## src/rtl/dram_cycle_sched_pkg.sv

```systemverilog
// Shared types and constants for the DRAM cycle scheduler: state encoding,
// default strobe timing and the registered pin bundle decoded per state.
package dram_cycle_sched_pkg;

  localparam int unsigned CNT_W        = 3;
  localparam int unsigned TRCD_DEF     = 2;
  localparam int unsigned TRAS_REF_DEF = 3;
  localparam int unsigned TRP_DEF      = 2;

  typedef enum logic [2:0] {
    ST_IDLE     = 3'd0,
    ST_ACC_RAS  = 3'd1,
    ST_ACC_CAS  = 3'd2,
    ST_ACC_HOLD = 3'd3,
    ST_REF_CAS  = 3'd4,
    ST_REF_RAS  = 3'd5,
    ST_PRE      = 3'd6
  } state_e;

  typedef struct packed {
    logic nras;
    logic ncas;
    logic rasel;
    logic ready;
    logic ref_ack;
  } pin_s;

  localparam pin_s PINS_IDLE = '{nras: 1'b1, ncas: 1'b1, rasel: 1'b0,
                                 ready: 1'b0, ref_ack: 1'b0};

  function automatic pin_s pins_for(input state_e st);
    pin_s p;
    p = PINS_IDLE;
    case (st)
      ST_ACC_RAS: p.nras = 1'b0;
      ST_ACC_CAS, ST_ACC_HOLD: begin
        p.nras  = 1'b0;
        p.ncas  = 1'b0;
        p.rasel = 1'b1;
        p.ready = 1'b1;
      end
      ST_REF_CAS: begin
        p.ncas    = 1'b0;
        p.ref_ack = 1'b1;
      end
      ST_REF_RAS: begin
        p.nras = 1'b0;
        p.ncas = 1'b0;
      end
      default: p = PINS_IDLE;
    endcase
    return p;
  endfunction

  // Dwell counters are loaded with (cycles - 1) so zero means "last cycle".
  function automatic logic [CNT_W-1:0] cnt_init(input int unsigned cycles);
    return CNT_W'(cycles - 1);
  endfunction

endpackage

```

## src/rtl/dram_cycle_sched_tmr.sv

```systemverilog
// Loadable down-counter that times the dwell of each scheduler state.
module dram_tmr
  import dram_cycle_sched_pkg::*;
(
  input  logic             clk,
  input  logic             rst_n,
  input  logic             load,
  input  logic [CNT_W-1:0] load_val,
  output logic             zero
);

  logic [CNT_W-1:0] cnt_q;
  logic [CNT_W-1:0] cnt_d;

  always_comb begin
    cnt_d = cnt_q;
    if (load) begin
      cnt_d = load_val;
    end else if (cnt_q != '0) begin
      cnt_d = cnt_q - 1'b1;
    end
  end

  always_ff @(posedge clk or negedge rst_n) begin
    if (!rst_n) begin
      cnt_q <= '0;
    end else begin
      cnt_q <= cnt_d;
    end
  end

  assign zero = (cnt_q == '0);

endmodule

```

## src/rtl/dram_cycle_sched.sv

```systemverilog
// Arbitrates the shared DRAM array between FSB accesses and CAS-before-RAS
// refresh, and drives registered RAS/CAS/RASEL/Ready/RefAck.
//
// state    | meaning
// ---------+----------------------------------------------------
// IDLE     | array precharged, arbitrating every edge
// ACC_RAS  | row strobe low, row address on the mux (TRCD cycles)
// ACC_CAS  | column strobe low, Ready high (one cycle)
// ACC_HOLD | column strobe low, Ready high until BACT falls
// REF_CAS  | CAS before RAS, RefAck pulse (one cycle)
// REF_RAS  | RAS and CAS low for TRAS_REF cycles
// PRE      | both strobes high for TRP cycles
module dram_cycle_sched
  import dram_cycle_sched_pkg::*;
#(
  parameter int unsigned TRCD     = TRCD_DEF,
  parameter int unsigned TRAS_REF = TRAS_REF_DEF,
  parameter int unsigned TRP      = TRP_DEF
) (
  input  logic CLK_FSB,
  input  logic nRES,
  input  logic BACT,
  input  logic RAMCS,
  input  logic RefReq,
  input  logic RefUrgent,
  output logic RefAck,
  output logic nRAS,
  output logic nCAS,
  output logic RASEL,
  output logic Ready
);

  state_e           state_q;
  state_e           state_d;
  state_e           arb_st;
  pin_s             pins_q;
  pin_s             pins_d;
  logic             acc_req;
  logic             tmr_zero;
  logic             tmr_load;
  logic [CNT_W-1:0] tmr_val;

  assign acc_req = BACT && RAMCS;

  always_comb begin
    arb_st = ST_IDLE;
    if (RefReq && RefUrgent) begin
      arb_st = ST_REF_CAS;
    end else if (acc_req) begin
      arb_st = ST_ACC_RAS;
    end else if (RefReq) begin
      arb_st = ST_REF_CAS;
    end
  end

  // PRE hands straight to arbitration so back-to-back cycles pay only TRP,
  // not an extra IDLE clock on top of it.
  always_comb begin
    state_d = state_q;
    case (state_q)
      ST_IDLE: state_d = arb_st;
      ST_ACC_RAS: begin
        if (!BACT) begin
          state_d = ST_PRE;
        end else if (tmr_zero) begin
          state_d = ST_ACC_CAS;
        end
      end
      ST_ACC_CAS: state_d = ST_ACC_HOLD;
      ST_ACC_HOLD: begin
        if (!BACT) begin
          state_d = ST_PRE;
        end
      end
      ST_REF_CAS: state_d = ST_REF_RAS;
      ST_REF_RAS: begin
        if (tmr_zero) begin
          state_d = ST_PRE;
        end
      end
      ST_PRE: begin
        if (tmr_zero) begin
          state_d = arb_st;
        end
      end
      default: state_d = ST_IDLE;
    endcase
  end

  always_comb begin
    tmr_load = (state_d != state_q);
    case (state_d)
      ST_ACC_RAS: tmr_val = cnt_init(TRCD);
      ST_REF_RAS: tmr_val = cnt_init(TRAS_REF);
      ST_PRE:     tmr_val = cnt_init(TRP);
      default:    tmr_val = '0;
    endcase
  end

  assign pins_d = pins_for(state_d);

  always_ff @(posedge CLK_FSB or negedge nRES) begin
    if (!nRES) begin
      state_q <= ST_IDLE;
      pins_q  <= PINS_IDLE;
    end else begin
      state_q <= state_d;
      pins_q  <= pins_d;
    end
  end

  dram_tmr u_tmr (
    .clk      (CLK_FSB),
    .rst_n    (nRES),
    .load     (tmr_load),
    .load_val (tmr_val),
    .zero     (tmr_zero)
  );

  assign nRAS   = pins_q.nras;
  assign nCAS   = pins_q.ncas;
  assign RASEL  = pins_q.rasel;
  assign Ready  = pins_q.ready;
  assign RefAck = pins_q.ref_ack;

endmodule

```

## config.mk

```make
export PLATFORM = sky130hd
export DESIGN_NAME = dram_cycle_sched
export DESIGN_NICKNAME = d
export VERILOG_FILES = /design/src/rtl/dram_cycle_sched_pkg.sv /design/src/rtl/dram_cycle_sched_tmr.sv /design/src/rtl/dram_cycle_sched.sv
export SDC_FILE = /design/constraint.sdc
export NUM_CORES = 1
export LEC_CHECK = 0
export BUFFER_PORTS_ARGS = -buffer_cell sky130_fd_sc_hd__buf_2
export CORE_AREA = 8 8 45 47
export CTS_CLUSTER_SIZE = 14
export DETAILED_ROUTE_END_ITERATION = 8
export DIE_AREA = 0 0 53 55
export MAX_ROUTING_LAYER = met4
export PLACE_DENSITY = 0.78
export SLEW_MARGIN = 20
export SYNTH_ARGS = -nofsm -noshare
export SYNTH_HDL_FRONTEND = slang
export SYNTH_SLANG_ARGS = --single-unit
export TNS_END_PERCENT = 30
```

## constraint.sdc

```tcl
create_clock -name CLK_FSB -period 3.72 [get_ports CLK_FSB]
set_input_delay 0.186 -clock CLK_FSB [delete_from_list [all_inputs] [get_ports CLK_FSB]]
set_output_delay 0.186 -clock CLK_FSB [all_outputs]
set_load 0.03 [all_outputs]
```

# After elaboration in Yosys (flattened, before gate mapping)
# Index checks and enable logic that the tools add are counted.
# Widths: inputs -> output; s select.
# classes
n_lt_le_gt_ge	0
bitwise	0
reduce_logical	10
muxes	16
n_div	0
n_mul	0
eq_ne	13
add_sub_neg	1
shifts	0
# op_table
operator	n
$mux 3	10
$pmux 3 s7	1
$eq 3x3->1 const B	6
$eq 3x2->1 const B	4
$reduce_or 4->1	2
$eq 3x1->1 const B	2
$logic_not 3->1	2
$pmux 2 s2	1
$reduce_or 2->1	2
$mux 1	3
$ne 3x3->1	1
$reduce_bool 3->1	1
$sub 3x1->3 const B	1
$logic_and 1x1->1	2
$mux 2	1
$reduce_bool 2->1	1
# totals
reg_bits	11
n_memories	0
wordCells	47
mem_bits_ro	0
mem_bits_rw	0
out_inout_bits	5
inputBits	6
latch_bits	0

# Longest topological paths before layout
# depth
ltp_word	9
ltp_mapped	9
ltp_nobuf	8

# By module
# From an unflattened synthesis, not the netlist that was laid out.
# hier_totals
hier_cells	67
area_unflattened_um2	638.1
# by_module_without_submodules
mod	cells_per_inst	seq_area_each_um2	instances	area_per_inst_um2
dram_cycle_sched	46	177.7	1	437.9
dram_tmr	21	75.1	1	200.2

# Least setup slack after synthesis
# Ideal clock, no wire load.
# synth_timing
path_kind	reg2reg
start	register u_tmr.cnt_q[0]
end	register u_tmr.cnt_q[1]
required_time_ps	3656
period_less_slack_ps	1680
setup_time_ps	64
arrival_ps	1616
stages_incl_launch_ff	10
setup_slack_ps	2040
path_cell_list	dfrtp_1 -> inv_1 -> ha_1 -> nor2b_1 -> buf_4 -> o211ai_2 -> a32oi_4 -> inv_4 -> a221oi_2 -> a21o_1
# synth_via
elab_chain_cells	8
elab_cells_between_ends	17
classes_between	add/sub: 1; eq/ne: 4; mux: 8; reduce/logical: 4
# synth_lines
element	line	source
from (decl)	dram_cycle_sched_tmr.sv:12	logic [CNT_W-1:0] cnt_q;
from (signal assigned)	dram_cycle_sched_tmr.sv:28	cnt_q <= cnt_d;
$logic_not 3->1 *	dram_cycle_sched_tmr.sv:32	assign zero = (cnt_q == '0);
$mux 3	dram_cycle_sched.sv:65	end else if (tmr_zero) begin
$mux 3	dram_cycle_sched.sv:63	if (!BACT) begin
$pmux 3 s7 *	dram_cycle_sched.sv:60	case (state_q)
named net state_d[2]	dram_cycle_sched.sv:34	state_e state_d;
$eq 3x1->1 / $eq 3x3->1 (equally long branches)	dram_cycle_sched.sv:92	case (state_d)
$reduce_or 2->1 (no source line)	-	
$pmux 2 s2	dram_cycle_sched.sv:92	
$mux 3	dram_cycle_sched_tmr.sv:17	if (load) begin
# Mark *: on every way through the listed nets, which the timed path passes. The rest lies on a longest branch. The select of a mux whose other input is x is not followed.
# A chain may end at the register's enable or synchronous reset.

# Worst setup path in the final report
# Same ends and word-level chain as after synthesis.

==> load_flow_metrics.sql <==
INSERT INTO impl_metrics (metric_group, metric, value, unit) VALUES
('run_status', 'outcome', 'complete, no violations', ''),
('critical_path', 'critical-path-top-delay-family', 'compound AO/OA/AOI/OAI gates', ''),
('timing', 'final.hold.worst_slack', '0.296', 'ns'),
('detailed_routing', 'avgRoutedWirePerCell', '14.4', 'um'),
('clocking', 'post_cts.resized_instances', '0', ''),
('timing', 'layout_worst_path_cycle_share', '59.3', '%'),
('floorplanning', 'rows', '14', ''),
('critical_path', 'cp_cell_sequence', 'inv_1 > ha_1 > nor2b_1 > o211ai_2 > a32oi_4 > inv_4 > a221oi_2 > a21o_1', ''),
('detailed_routing', 'postRouteAntennaNets', '0', ''),
('timing', 'post-route-min-period', '2.21', 'ns'),
('clocking', 'cts_hold_buffers_added', '1', ''),
('timing', 'setup_viol', '0', ''),
('timing', 'setup-tns-final', '0', 'ns'),
('clocking', 'clock_tree.buffer_depth', '2', ''),
('synthesis', 'synth-warning-count', '0', ''),
('clocking', 'numCtsBuffers', '3', ''),
('floorplanning', 'die_y', '55', 'um'),
('layout', 'final_cell_area', '790', 'um^2'),
('synthesis', 'post-synth-top-area-cell', 'sky130_fd_sc_hd__dfrtp_1', ''),
('floorplanning', 'design.die.area', '2920', 'um^2'),
('timing', 'final_max_slew_viol_count', '0', ''),
('synthesis', 'dominantRegCellSynth', 'sky130_fd_sc_hd__dfrtp_1', ''),
('layout', 'final_layout_size_suffix_gt1_share', '28.0', '%'),
('clocking', 'tritoncts', 'built', ''),
('floorplanning', 'boundary_pins', '11', ''),
('timing', 'clock.fmax', '453', 'MHz'),
('global_route', 'grt_first_pass_wirelength', '2480', 'um'),
('placed_design', 'place.detailed.instances', '93', ''),
('placed_design', 'port-buffer-count', '10', ''),
('placed_design', 'placed_area', '743', 'um^2'),
('clocking', 'ctsRootBufferMaster', 'sky130_fd_sc_hd__clkbuf_4', ''),
('synthesis', 'ys_seq_elements', '10', ''),
('synthesis', 'ys_async_sr_fraction', '100', '%'),
('detailed_routing', 'route.final.wire_length', '1410', 'um'),
('detailed_routing', 'first_pass_iteration_count_of_the_detailed_router', '4', ''),
('global_route', 'grt_overflow_total', '0', ''),
('placed_design', 'dp_hpwl', '1110', 'um'),
('detailed_routing', 'routed_via_density', '5.94', ''),
('clocking', 'clkSlewWorstSetupHoldPaths', '0.07', 'ns'),
('layout', 'layout.cells.most_common_list', '10 x sky130_fd_sc_hd__buf_2, 8 x sky130_fd_sc_hd__dfrtp_1, 6 x sky130_fd_sc_hd__nand2_1', ''),
('synthesis', 'share_of_yosys_cell_area_claimed_by_the_top_area_cell_type', '28.5', '%'),
('pwr', 'total_leakage_power', '0.361', 'nW'),
('min_path', 'hp-class', 'in -> reg', ''),
('timing', 'clock_skew', '0.00505', 'ns'),
('global_route', 'antenna_found_initial', '0', ''),
('detailed_routing', 'detail_route.drc_violations', '0', ''),
('global_route', 'grt_start_max_net_pins', '17', ''),
('layout', 'design.final.nets', '92', ''),
('timing', 'grt_setup_unrepaired', 'false', ''),
('synthesis', 'part_of_the_yosys_area_used_for_sequential_elements', '35.9', '%'),
('critical_path', 'critPathSlowestCell', 'sky130_fd_sc_hd__nor2b_1', ''),
('pwr', 'peakVddDrop', '0.624', 'mV'),
('critical_path', 'worstSetupEndpointType', 'flop', ''),
('timing', 'worst_rel_slew_slack', '56.1', '%'),
('layout', 'area_added_between_synthesis_and_finish', '12.3', '%'),
('synthesis', 'yosys-top-cells-area', 'sky130_fd_sc_hd__dfrtp_1 28%, sky130_fd_sc_hd__dfstp_2 7.5%, sky130_fd_sc_hd__ha_1 5.3%, sky130_fd_sc_hd__a32oi_4 3.9%, sky130_fd_sc_hd__nand2b_1 3.6%', ''),
('clocking', 'cts_post_setup_buffers_inserted', '0', ''),
('placed_design', 'place.gp.congestion', '0.817', ''),
('critical_path', 'cp_num_buf_inv', '2', ''),
('synthesis', 'synth-edff-count', '0', ''),
('critical_path', 'timing.critical_path.fanout_max', '7', ''),
('layout', 'final_cell_count_no_fill', '98', ''),
('layout', 'antenna_cells_inserted', '0', ''),
('global_route', 'overall_global_routing_usage', '11.8', '%'),
('global_route', 'number_of_global_route_vias_before_repair', '560', ''),
('clocking', 'htreeDepth', '1', ''),
('pwr', 'pd_cells', '1090', 'nW/um^2'),
('detailed_routing', 'drt-initial-drc-count', '14', ''),
('detailed_routing', 'via_count', '582', ''),
('timing', 'tightest_slew', '0.657', 'ns'),
('critical_path', 'cp_data_required_time', '3.93', 'ns');
==> power by group <==
part	total, mW	leakage (nW)	switching (mW)	internal [mW]
Sequential	0.246	0.121	0.0749	0.172
Clock	0.0971	0.0210	0.0377	0.0594
Combinational	0.519	0.219	0.301	0.218
Total	0.862	0.361	0.414	0.449
==> final timing paths <==
check	start	endpoint	slack, ns	depth (start not counted)
max	u_tmr.cnt_q[0]	u_tmr.cnt_q[1]	1.51	8
max reg2reg	u_tmr.cnt_q[0]	u_tmr.cnt_q[1]	1.51	8
min	RefReq	state_q[2]	0.30	3
min in group asynchronous	nRES	u_tmr.cnt_q[2]	0.31	2
min reg2reg	u_tmr.cnt_q[2]	u_tmr.cnt_q[2]	0.63	2
max in group asynchronous	nRES	nRAS	3.16	2
==> cell families (layout without fill, tap and decap cells) <==
| logic type | after synthesis | in the layout | share of synthesized area (%) |
|---|---|---|---|
| compound gates | 24 | 24 | 31.3 |
| simple gates | 22 | 22 | 16.2 |
| flops | 10 | 10 | 35.9 |
| buf+inv | 10 | 20 | 7.29 |
| fa+ha+maj | 3 | 3 | 5.34 |
| xor+xnor | 2 | 2 | 2.49 |
| mux | 1 | 1 | 1.42 |
==> Yosys cell counts (2+ instances only) <==
| cell | n |
|---|---|
| sky130_fd_sc_hd__dfrtp_1 | 8 |
| sky130_fd_sc_hd__nand2_1 | 6 |
| sky130_fd_sc_hd__a21oi_1 | 4 |
| sky130_fd_sc_hd__inv_1 | 4 |
| sky130_fd_sc_hd__nand2b_1 | 4 |
| sky130_fd_sc_hd__a21o_1 | 3 |
| sky130_fd_sc_hd__buf_2 | 3 |
| sky130_fd_sc_hd__ha_1 | 3 |
| sky130_fd_sc_hd__nor2_1 | 3 |
| sky130_fd_sc_hd__a211oi_1 | 2 |
| sky130_fd_sc_hd__buf_4 | 2 |
| sky130_fd_sc_hd__dfstp_2 | 2 |
| sky130_fd_sc_hd__nand3_1 | 2 |
| sky130_fd_sc_hd__nor2b_1 | 2 |
| sky130_fd_sc_hd__nor3_1 | 2 |
| sky130_fd_sc_hd__o21ai_0 | 2 |
| sky130_fd_sc_hd__xnor2_1 | 2 |
==> per-layer routing <==
metal  share of wire [%]  track usage [%]
met1                  41             12.5
met2                  52             19.7
met3                 5.7             4.01
met4                 1.3             5.17
met5                   0                -
==> per-stage QoR <==
step | util (%) | worst slack, ns | power (mW)
finish | 57.1 | 1.51 | 0.862
global route | 57.1 | 1.38 | 0.934
CTS | 57.1 | 1.49 | 0.871
detailed placement | 53.7 | 1.51 | 0.771
global placement | 53.7 | 1.60 | 0.751
floorplan | - | 2.04 | 0.684
==> area by class of cell <==
class,instances,area (um^2)
Sequential cell,10,253
Fill cell,128,594
Inverter,5,21.3
Timing Repair Buffer,11,60.1
Clock buffer,4,36.3
Tap cell,16,20.0
Multi-Input combinational cell,52,399
==> registers in the layout, summed over array words and instances (netlist names) <==
| signal | cells |
|---|---|
| RefAck | 1 |
| u_tmr.cnt_q | 3 |
| nCAS | 1 |
| state_q | 3 |
| RASEL | 1 |
| nRAS | 1 |
==> worst register-to-register path: cells and delay by family, from the launching register on <==
| kind | cells | cell delay [ns] |
|---|---|---|
| buffers and inverters | 2 | 0.16 |
| adder cells (fa/ha/maj) | 1 | 0.17 |
| AND/OR/NAND/NOR | 1 | 0.55 |
| AO/OA/AOI/OAI | 4 | 0.87 |
| flip-flops | 1 | 0.40 |
(Power assumes the default switching activity.)
